**src/rtl/ward_pkg.sv**
```systemverilog
// Shared encodings and default timing constants for the ward alarm arbiter.
package ward_pkg;

    typedef enum logic [1:0] {
        ST_IDLE      = 2'd0,
        ST_OFFER     = 2'd1,
        ST_WAIT_ACK  = 2'd2,
        ST_ESCALATED = 2'd3
    } state_t;

    localparam int unsigned DEFAULT_CLOCKS_PER_SECOND = 1000000;
    localparam int unsigned DEFAULT_ACK_TIMEOUT       = 60;
    localparam int unsigned SEC_CNT_W                 = 16;

endpackage

```
**src/rtl/sec_tick_gen.sv**
```systemverilog
// One-cycle tick every CLOCKS_PER_SECOND enabled cycles; clear forces the
// prescaler back to zero so each acknowledge window starts on a fresh second.
module sec_tick_gen
    import ward_pkg::*;
#(
    parameter int unsigned CLOCKS_PER_SECOND = DEFAULT_CLOCKS_PER_SECOND
) (
    input  logic clk,
    input  logic reset,
    input  logic clear,
    input  logic enable,
    output logic tick
);

    localparam int unsigned W = (CLOCKS_PER_SECOND > 1) ? $clog2(CLOCKS_PER_SECOND) : 1;
    localparam logic [W-1:0] LAST = W'(CLOCKS_PER_SECOND - 1);

    logic [W-1:0] count;

    assign tick = enable && (count == LAST);

    always_ff @(posedge clk or posedge reset) begin
        if (reset) begin
            count <= '0;
        end else if (clear) begin
            count <= '0;
        end else if (enable) begin
            count <= tick ? '0 : count + 1'b1;
        end
    end

endmodule

```
**src/rtl/ward_alarm_arbiter.sv**
```systemverilog
// Latches bed fall alarms and offers them one at a time, round-robin, to a
// shared nurse-call channel; escalates when an accepted call goes unacknowledged.
module ward_alarm_arbiter
    import ward_pkg::*;
#(
    parameter int unsigned NUM_BEDS          = 4,
    parameter int unsigned CLOCKS_PER_SECOND = DEFAULT_CLOCKS_PER_SECOND,
    parameter int unsigned ACK_TIMEOUT       = DEFAULT_ACK_TIMEOUT,
    localparam int unsigned BED_W            = (NUM_BEDS > 1) ? $clog2(NUM_BEDS) : 1
) (
    input  logic                clk,
    input  logic                reset,
    input  logic [NUM_BEDS-1:0] bed_alarm,
    output logic                call_valid,
    input  logic                call_ready,
    output logic [BED_W-1:0]    call_bed,
    input  logic                nurse_ack,
    output logic                escalate,
    output logic [NUM_BEDS-1:0] pending
);

    localparam logic [SEC_CNT_W-1:0] TIMEOUT_LAST = SEC_CNT_W'(ACK_TIMEOUT - 1);
    localparam logic [BED_W-1:0]     LAST_BED     = BED_W'(NUM_BEDS - 1);

    state_t                state;
    logic [BED_W-1:0]      rr_ptr;
    logic [BED_W-1:0]      winner;
    logic [BED_W-1:0]      next_ptr;
    logic [NUM_BEDS-1:0]   alarm_prev;
    logic [NUM_BEDS-1:0]   rise;
    logic [NUM_BEDS-1:0]   ack_clear;
    logic                  armed;
    logic                  ack_take;
    logic                  tick;
    logic [SEC_CNT_W-1:0]  sec_count;

    // armed masks the first cycle after reset so a level held through reset is not an edge
    assign rise     = armed ? (bed_alarm & ~alarm_prev) : '0;
    assign ack_take = nurse_ack && (state == ST_WAIT_ACK || state == ST_ESCALATED);
    assign next_ptr = (call_bed == LAST_BED) ? '0 : call_bed + 1'b1;

    always_comb begin
        ack_clear = '0;
        if (ack_take) ack_clear[call_bed] = 1'b1;
    end

    // Scan offsets high to low so the smallest offset from rr_ptr wins.
    always_comb begin
        winner = rr_ptr;
        for (int k = int'(NUM_BEDS) - 1; k >= 0; k--) begin
            if (pending[(int'(rr_ptr) + k) % int'(NUM_BEDS)])
                winner = BED_W'((int'(rr_ptr) + k) % int'(NUM_BEDS));
        end
    end

    sec_tick_gen #(
        .CLOCKS_PER_SECOND(CLOCKS_PER_SECOND)
    ) u_sec_tick (
        .clk    (clk),
        .reset  (reset),
        .clear  (state != ST_WAIT_ACK),
        .enable (state == ST_WAIT_ACK),
        .tick   (tick)
    );

    always_ff @(posedge clk or posedge reset) begin
        if (reset) begin
            alarm_prev <= '0;
            armed      <= 1'b0;
            pending    <= '0;
        end else begin
            alarm_prev <= bed_alarm;
            armed      <= 1'b1;
            pending    <= (pending & ~ack_clear) | rise;
        end
    end

    always_ff @(posedge clk or posedge reset) begin
        if (reset) begin
            sec_count <= '0;
        end else if (state != ST_WAIT_ACK) begin
            sec_count <= '0;
        end else if (tick) begin
            sec_count <= sec_count + 1'b1;
        end
    end

    always_ff @(posedge clk or posedge reset) begin
        if (reset) begin
            state      <= ST_IDLE;
            call_valid <= 1'b0;
            call_bed   <= '0;
            escalate   <= 1'b0;
            rr_ptr     <= '0;
        end else begin
            case (state)
                ST_IDLE: begin
                    if (|pending) begin
                        state      <= ST_OFFER;
                        call_valid <= 1'b1;
                        call_bed   <= winner;
                    end
                end
                ST_OFFER: begin
                    if (call_ready) begin
                        state      <= ST_WAIT_ACK;
                        call_valid <= 1'b0;
                    end
                end
                ST_WAIT_ACK: begin
                    // an acknowledge landing on the timeout tick still wins
                    if (nurse_ack) begin
                        state  <= ST_IDLE;
                        rr_ptr <= next_ptr;
                    end else if (tick && sec_count == TIMEOUT_LAST) begin
                        state    <= ST_ESCALATED;
                        escalate <= 1'b1;
                    end
                end
                ST_ESCALATED: begin
                    if (nurse_ack) begin
                        state    <= ST_IDLE;
                        escalate <= 1'b0;
                        rr_ptr   <= next_ptr;
                    end
                end
                default: state <= ST_IDLE;
            endcase
        end
    end

endmodule

```
**config.mk**
```make
export PLATFORM = sky130hd
export DESIGN_NAME = ward_alarm_arbiter
export DESIGN_NICKNAME = d
export VERILOG_FILES = /design/src/rtl/ward_pkg.sv /design/src/rtl/sec_tick_gen.sv /design/src/rtl/ward_alarm_arbiter.sv
export SDC_FILE = /design/constraint.sdc
export NUM_CORES = 1
export LEC_CHECK = 0
export CAP_MARGIN = 20
export CORE_UTILIZATION = 45
export DETAILED_ROUTE_END_ITERATION = 6
export PLACE_DENSITY_LB_ADDON = 0.1
export SYNTH_ARGS = -nofsm -noshare
export SYNTH_HDL_FRONTEND = slang
export SYNTH_SLANG_ARGS = --single-unit
```
**constraint.sdc**
```tcl
create_clock -name clk -period 4.2 [get_ports clk]
set_input_delay 0.63 -clock clk [delete_from_list [all_inputs] [get_ports clk]]
set_output_delay 0.63 -clock clk [all_outputs]
set_load 0.02 [all_outputs]
```
* After elaboration in Yosys (flattened, before gate mapping)
Index checks and enable logic that the tools add are counted.
Cells by class: eq/ne operators 13, multiplexer cells 38, bitwise gates (word level) 8, reduce and logical (&&, ||, !) cells 20, $add $sub $neg 6, $lt $le $gt $ge 6
Operators with widths (number):
- $mux 20 | 3
- $mux 16 | 2
- $add 20x1->20 const B | 1
- $eq 20x20->1 const B | 1
- $mux 2 | 10
- $add 16x1->16 const B | 1
- $eq 16x6->1 const B | 1
- $mux 1 | 13
- $lt 3x4->1 const B | 3
- $ne 2x2->1 const B | 6
- $and 4x4->4 | 2
- $bmux 1 s2 | 4
- $mux 4 | 2
- $not 4->4 | 2
- $pmux 2 s4 | 1
- $reduce_and 4->1 | 2
- $reduce_bool 2->1 | 4
- $reduce_or 2->1 | 4
- $eq 2x2->1 const B | 3
- $lt 2x3->1 const B | 2
- $add 2x1->2 const B | 2
- $add 2x2->2 const B | 2
- $logic_and 1x1->1 | 4
- $or 4x4->4 | 1
- 11 further kinds | 15
Storage, ports and cells: input bits 8, output and inout port bits 8, bits in registers 53, logic and storage cells 101

* Logic depth before layout (Yosys ltp)
depth in word-level cells 10, depth in mapped cells 8, depth with buffers taken out 6

* By module
Synthesis repeated with hierarchy kept, for this count alone.
Second synthesis, totals: cells, all modules 288, area total of the unflattened synthesis 2791.4 um2
By module, submodules not included:
- ward_alarm_arbiter | instances 1, sequential area each 825.8 um2, cells an instance 165, area an instance 1637.8 um2
- sec_tick_gen | instances 1, sequential area each 500.5 um2, cells an instance 123, area an instance 1153.6 um2

* Worst setup path after synthesis
Ideal clock, no wire load.
path type reg2reg, start point register u_sec_tick.count[12], end point register sec_count[10], cell stages (with the launch flop) 8, path slack 1731 ps, setup time 78 ps, data required time 4122 ps, path buffers 2, clock period less this slack 2469 ps, arrival 2391 ps, cell sequence dfrtp_1 -> or4b_1 -> or4_1 -> clkbuf_2 -> or3_1 -> clkbuf_2 -> or3_1 -> a21oi_1
Between the ends: cells in the longest elaborated chain, start to end 3
Ends and longest elaborated chain:
- start: declaration | RTL line sec_tick_gen.sv:18 | logic [W-1:0] count;
- start signal: assignment | RTL line sec_tick_gen.sv:28 | count <= tick ? '0 : count + 1'b1;
- $eq 20x20->1 | RTL line sec_tick_gen.sv:20 | assign tick = enable && (count == LAST);
- $logic_and 1x1->1 | RTL line sec_tick_gen.sv:20
- $reduce_bool 2->1 (no source line)
- end signal: assignment | RTL line ward_alarm_arbiter.sv:84 | sec_count <= sec_count + 1'b1;
- end: declaration | RTL line ward_alarm_arbiter.sv:35 | logic [SEC_CNT_W-1:0] sec_count;
Every way passes these cells. A chain may end at the register's enable or synchronous reset.

* Worst setup path in the final report
Same ends and word-level chain as after synthesis.

==> results.md <==
- First-pass GRT wire length: 8.47 mm
- Die Footprint: 6090 um2
- Number of register bits inferred by synthesis: 53
- Antenna Cells: 0
- Hold_buf cts: 0
- CTS Root Cell: clkbuf_8
- Largest net degree at the start of global routing: 36
- Total number of vias: between 1500 and 2000
- Clock Pin Slew Worst Setup and Hold Paths: 0.10 ns
- H-tree depth: 2
- PD cells: about 470 nW/um2
- Max Buffers Root-to-Sink: 2
- Vias in the first global route: approximately 1800
- Slew @ Worst Pin: 0.856 ns
- CP Launch Type: register
- Largest family of logic cells by synthesized area: simple AND/OR/NAND/NOR gates
- Setup TNS: 0 ns
- Die Width: 78.1 um
- Crit path arrival time: between 2 and 3 ns
- Avg Synthesized Cell Area: ~9.6 um2
- Minimum clock period: about 2.6 ns
- Period utilisation layout: 0.630
- Crit end category: register
- DR WL/cell: approximately 14 um
- HPWL after detailed placement: 3.53 mm
- CP max stage cell: or4_1
- Pins over their slew limit: 0
- Worst slew margin: 0.424
- Iter 0 DRT Violations: 45
- CTS tree: built
- TritonCTS Buffers: 5
- Die height: 78.1 um
- Hold_ws: 0.431 ns
- Crit-path max FO: 10
- Final Hold Violating Endpoints: 0
- Worst skew pair latency: 0.30 ns
- Avg Vias per Cell: around 5.3
- R2R Setup Slk: between 1.5 and 2 ns
- Sequential-to-total area share from yosys stat: 0.510
- Synth Area in Compound Gates: 0.0865
- Final wirelength: between 4 and 5 mm
- Core area: 5540 um2
- Post-synth EDFFs: 0
- Top_reg_cell synth: dfrtp_1
- Post-synthesis xor/xnor area fraction: 0.0841
- Starting Density: 0.470
- Mux contribution to synthesized area: 0.00817
- Syn nets: about 280
- Post-cts gate resize count: 0
- DRC Markers: 0
- Data required, critical path: 4.42 ns
- Cell mode on critical path: or3_1
- Tot GR Track Use: 0.179
- GR Overflow Total: 0
- CP Cell Sequence: or4b_1 > or4_1 > or3_1 > or3_1 > a21oi_1
- RSZ-0062 raised after global routing: false
- # IOs: 16
- WS Path Type: register to register
- Synth Area in Simple Gates: 0.241
- Number of routed nets with antenna violations: 0
- Worst vdd ir: 0.207 mV
- Setup-failing EPs final: 0
- Max-Cap Viols: 0
- Clock sinks: 53
- Library cells used by synthesis: 43
- Clock skew: between 0.004 and 0.005 ns
- Nets@finish: 300
- Lkg Pwr: around 0.0012 uW
- Antenna violations before repair: 0
- Port-buffer cells: 15
- Post-synthesis adder-cell area fraction: 0.0327
- Layout cells sized above 1: 0.0592
- Cell area after synthesis: ~2600 um2
- Largest stage delay, worst path: 0.57 ns
- Drt first pass iters: 4
- Yosys Warn Count: 0
- Max Clk Rate: about 380 MHz
- HP Class: register to register
- Synth Instances: 270
- GPL Wtd Cong: between 0.7 and 0.8
- Synth-to-layout area growth: 13.5%
- Ys async rst share: 1.00
- Row cnt: 27
- Status: finished, final reports clean
- Buffer count from post-CTS setup fixing: 0
==> sequential cells by signal (all words and copies together) (netlist names) <==
| register | count |
|---|---|
| escalate | 1 |
| alarm_prev | 4 |
| sec_count | 16 |
| call_bed | 2 |
| armed | 1 |
| state | 2 |
| pending | 4 |
| u_sec_tick.count | 20 |
| call_valid | 1 |
| rr_ptr | 2 |
==> worst paths after layout <==
check | from | endpoint | cells past startpoint
max | u_sec_tick.count[12]$_DFF_PP0_ | sec_count[10]$_DFFE_PP0P_ | 5
max in group asynchronous | reset | u_sec_tick.count[5]$_DFF_PP0_ | 3
max reg2reg | u_sec_tick.count[12]$_DFF_PP0_ | sec_count[10]$_DFFE_PP0P_ | 5
min | alarm_prev[2]$_DFF_PP0_ | pending[2]$_DFF_PP0_ | 1
min in group asynchronous | reset | alarm_prev[0]$_DFF_PP0_ | 2
min reg2reg | alarm_prev[2]$_DFF_PP0_ | pending[2]$_DFF_PP0_ | 1
==> worst max-delay path, delay by kind of cell (launching register included) <==
kind / cells / cell delay [ns]
flip-flops: 1 / 0.42
AND/OR/NAND/NOR: 4 / 2.02
AO/OA/AOI/OAI: 1 / 0.14
==> cell families after synthesis <==
kind of cell	Yosys count
AOI/OAI and AO/OA	35
DFF	53
xor gates and xnor gates	25
other	1
muxes	2
buffers and inverters	24
adders and majority gates	7
and+or+nand+nor	123
==> area by class of cell <==
type | instances | area (um2)
Fill cell | 534 | 2590
Clock inverter | 3 | 65.1
Tap cell | 72 | 90.1
Inverter | 17 | 63.8
Multi-Input combinational cell | 193 | 1180
Clock buffer | 5 | 68.8
Timing Repair Buffer | 16 | 158
Sequential cell | 53 | 1330
==> synthesized netlist by cell type (2+ instances only) <==
cell type   n  area (um2)
o21ai_0     9        45.0
a21oi_1    11        55.1
nor3_1      5        25.0
nor2_1     38         143
and3_1      8        50.1
o31ai_1     2        15.0
ha_1        6        75.1
a31o_2      3        26.3
nand3_1    11        55.1
or3_1       8        50.1
xor2_1      9        78.8
xnor2_1    16         140
a32o_1      3        30.0
nand4_1     8        50.1
inv_1      17        63.8
nand2b_1    4        25.0
a2bb2oi_1   2        17.5
nor4b_1     2        17.5
dfrtp_1    53        1330
o22ai_1     2        12.5
clkbuf_2    2        10.0
clkbuf_1    3        11.3
nand2_1    20        75.1
and4_1      2        17.5
nor4_1      8        50.1
==> report_power, final <==
group / switching (uW) / leakage (uW) / internal (uW)
clock network: 165 / 0.0000681 / 237
logic: 187 / 0.000437 / 147
registers: 86.8 / 0.000697 / 569
==> routing by layer <==
layer | part of all wire | GRT usage | routed length (um)
met1 | 0.50 | 0.238 | 2440
met3 | 0.025 | 0.0384 | 122
met2 | 0.47 | 0.291 | 2290
met4 | 0.012 | 0.0556 | 59
met5 | 0 | 0 | 0
==> metrics by stage <==
stage	instance area [um2]	power, uW	cells	util	setup WS, ns
5_1_grt	2950	1480	359	0.533	1.39
4_1_cts	2950	1410	359	0.533	1.53
6_report	2950	1390	359	0.533	1.55
2_1_floorplan	2600	871	270	-	1.73
3_3_place_gp	2820	1000	351	0.509	1.59
3_5_place_dp	2820	1010	351	0.509	1.57
==> cells in the final DEF, fill, tap and decap left out, drive strengths merged, types with 2 or more instances in the layout <==
cell type / count
nor2: 38
nand4: 8
or3: 8
ha: 6
clkbuf: 5
and3: 8
clkdlybuf4s50: 15
and4: 3
nor4: 8
nand3: 11
a21oi: 11
a31o: 3
nor4b: 2
xor2: 9
o22ai: 2
nand2b: 4
xnor2: 16
nand2: 20
a32o: 3
and2: 2
o21ai: 9
dfrtp: 53
or4b: 2
bufinv: 2
nor3: 5
inv: 17
o31ai: 2
a2bb2oi: 2
Power figures use the tool's default switching activity.
==> edit (same flow settings) <==
Make the reset (`reset`) synchronous in 4 clocked blocks.
--- a/src/rtl/sec_tick_gen.sv
+++ b/src/rtl/sec_tick_gen.sv
@@ -20,5 +20,5 @@
     assign tick = enable && (count == LAST);
 
-    always_ff @(posedge clk or posedge reset) begin
+    always_ff @(posedge clk) begin
         if (reset) begin
             count <= '0;
--- a/src/rtl/ward_alarm_arbiter.sv
+++ b/src/rtl/ward_alarm_arbiter.sv
@@ -64,5 +64,5 @@
     );
 
-    always_ff @(posedge clk or posedge reset) begin
+    always_ff @(posedge clk) begin
         if (reset) begin
             alarm_prev <= '0;
@@ -76,5 +76,5 @@
     end
 
-    always_ff @(posedge clk or posedge reset) begin
+    always_ff @(posedge clk) begin
         if (reset) begin
             sec_count <= '0;
@@ -86,5 +86,5 @@
     end
 
-    always_ff @(posedge clk or posedge reset) begin
+    always_ff @(posedge clk) begin
         if (reset) begin
             state      <= ST_IDLE;
Behaviour: differs if reset is asserted again (counterexample within 4 cycles, from zero or initial values and one cycle with reset high); with reset held inactive, the same outputs for 4 cycles.
==> edit against the unedited design <==
Die area decreased by 4.4%. Design area decreased by 6.0%. Sequential share of layout area decreased by 6.7 points. Synthesized area decreased by 4.5%. Sequential cell count unchanged. Wire length decreased by 4.0%. Setup slack improved by 170 ps. Largest cell class is now multi-input combinational cells.
Power is not compared: it rests on default switching activity, and its combinational part moved more than twofold at a synthesized area within 25%.
==> edit: results (changes against the unedited design) <==
status completed; Seq/Total Area, Yosys 42.7% (-8.3 points); synth top area cells dfxtp_1 (43%), nor2_1 (6.9%), xor2_1 (5.3%); Yosys cell types 47 (+9.3%); WL final 4710 um (-4.0%); R2R setup slack 1720 ps (+170 ps); leakage 0.911 nW; Min-Delay Endpoint escalate; fillcell total 530 (-0.75%); GPL Wtd Cong 0.749 (-2.4%); met1 GRT Util 22.9% (-0.90 points); DR pass1 iterations 5 (+1); M3 GR Usage 3.59% (-0.24 points); Total Nets Final 323 (+7.7%); Vias per Instance 5.14 (-2.8%); All-Layer GR Usage 17.4% (-0.52 points); Fin Clk Skew 7.35 ps (+2.56 ps); XOR/XNOR Fraction of Synth Area 8.81% (+0.40 points); met2 usage 27.6% (-1.6 points); Worst R2R End u_sec_tick.count[14]; WHS 482 ps (+51.3 ps); number of global-route vias before repair 1750 (-1.9%); Syn Nets 307 (+8.1%); HPWL after DPL 3330 um (-5.7%); Post-synth top cells dfxtp_1 (53), nor2_1 (46), nand2_1 (27); post-synthesis compound-gate area fraction 8.31% (-0.35 points); mux cell area share after synthesis 0.453% (-0.36 points); ys async rst share 0% (-100 points); worst reg2reg startpoint u_sec_tick.count[9]; share of layout cells above drive strength 1 5.81% (-0.12 points); maximum fanout along the worst path 18 (+8); area share of fa/ha/maj cells after synthesis 3.02% (-0.25 points); largest net degree at the start of global routing 19 (-47%); hold depth 2 (+1); DR iter-0 viols 81 (+80%); min-delay src escalate
## edit: changes by cell type in the layout (fill, tap and decap cells not counted), sizes merged, moves of 4 or more
cell | unedited run | this run
dfrtp | 53 | 0
dfxtp | 0 | 53
a21oi | 11 | 20
nor2 | 38 | 46
nand2 | 20 | 27
xnor2 | 16 | 10
xor2 | 9 | 15
and3 | 8 | 3
nand4 | 8 | 13
nor2b | 1 | 5
or3 | 8 | 12
## edit: area by class of cell
cell class / instances / area (um2) / share of cell area, %
Multi-Input combinational cell: 218 / 1320 / 47.6
Sequential cell: 53 / 1060 / 38.2
Timing Repair Buffer: 15 / 150 / 5.41
Tap cell: 70 / 87.6 / 3.15
Clock buffer: 5 / 68.8 / 2.48
Inverter: 16 / 60.1 / 2.16
Clock inverter: 3 / 26.3 / 0.946
## edit: worst max-delay path by stage
stage | start | endpoint | slack [ps] | cells after the start
2_1_floorplan | u_sec_tick.count[9] | u_sec_tick.count[11] | 2050 | 6
3_3_place_gp | reset | u_sec_tick.count[17] | 1670 | 4
3_5_place_dp | reset | u_sec_tick.count[14] | 1570 | 4
4_1_cts | u_sec_tick.count[9] | u_sec_tick.count[14] | 1690 | 5
5_1_grt | u_sec_tick.count[9] | u_sec_tick.count[14] | 1520 | 5
6_report | u_sec_tick.count[9] | u_sec_tick.count[14] | 1720 | 5
## edit: cells by family (layout without fill, tap and decap cells)
family          after synthesis  in the layout
buf+inv                      22             39
simple gates                149            149
flops                        53             53
fa+ha+maj                     6              6
mux                           1              1
compound gates               37             37
xor+xnor                     25             25
## edit: power by group
part	total (W)	internal [W]	switching (W)	leakage (nW)
Combinational	0.0000720	0.0000369	0.0000352	0.432
Clock	0.000296	0.000122	0.000175	0.0487
Sequential	0.000530	0.000513	0.0000162	0.430
Total	0.000898	0.000672	0.000226	0.911
## edit: worst max-delay path: stages, from the launching register on
cell and delay, ps:
dfxtp_1 430, or4b_4 500, nor4_4 570, nand2_1 210, nand2_1 520, nor2_1 120
## edit: metal layers
| layer | wire, um | share of wire (%) | vias to the layer above |
|---|---|---|---|
| li1 | - | - | 1044 |
| met1 | 2390 | 51 | 886 |
| met2 | 2120 | 45 | 18 |
| met3 | 131 | 2.8 | 6 |
| met4 | 69 | 1.5 | 0 |
| met5 | 0 | 0 | - |
## edit: per-stage QoR
stage	cells	setup slack, ps	instance area [um2]	util (%)
6_report	380	1720	2780	53.3
5_1_grt	380	1520	2780	53.3
4_1_cts	380	1690	2780	53.3
3_5_place_dp	372	1570	2680	51.5
3_3_place_gp	372	1670	2680	51.5
2_1_floorplan	293	2050	2480	-
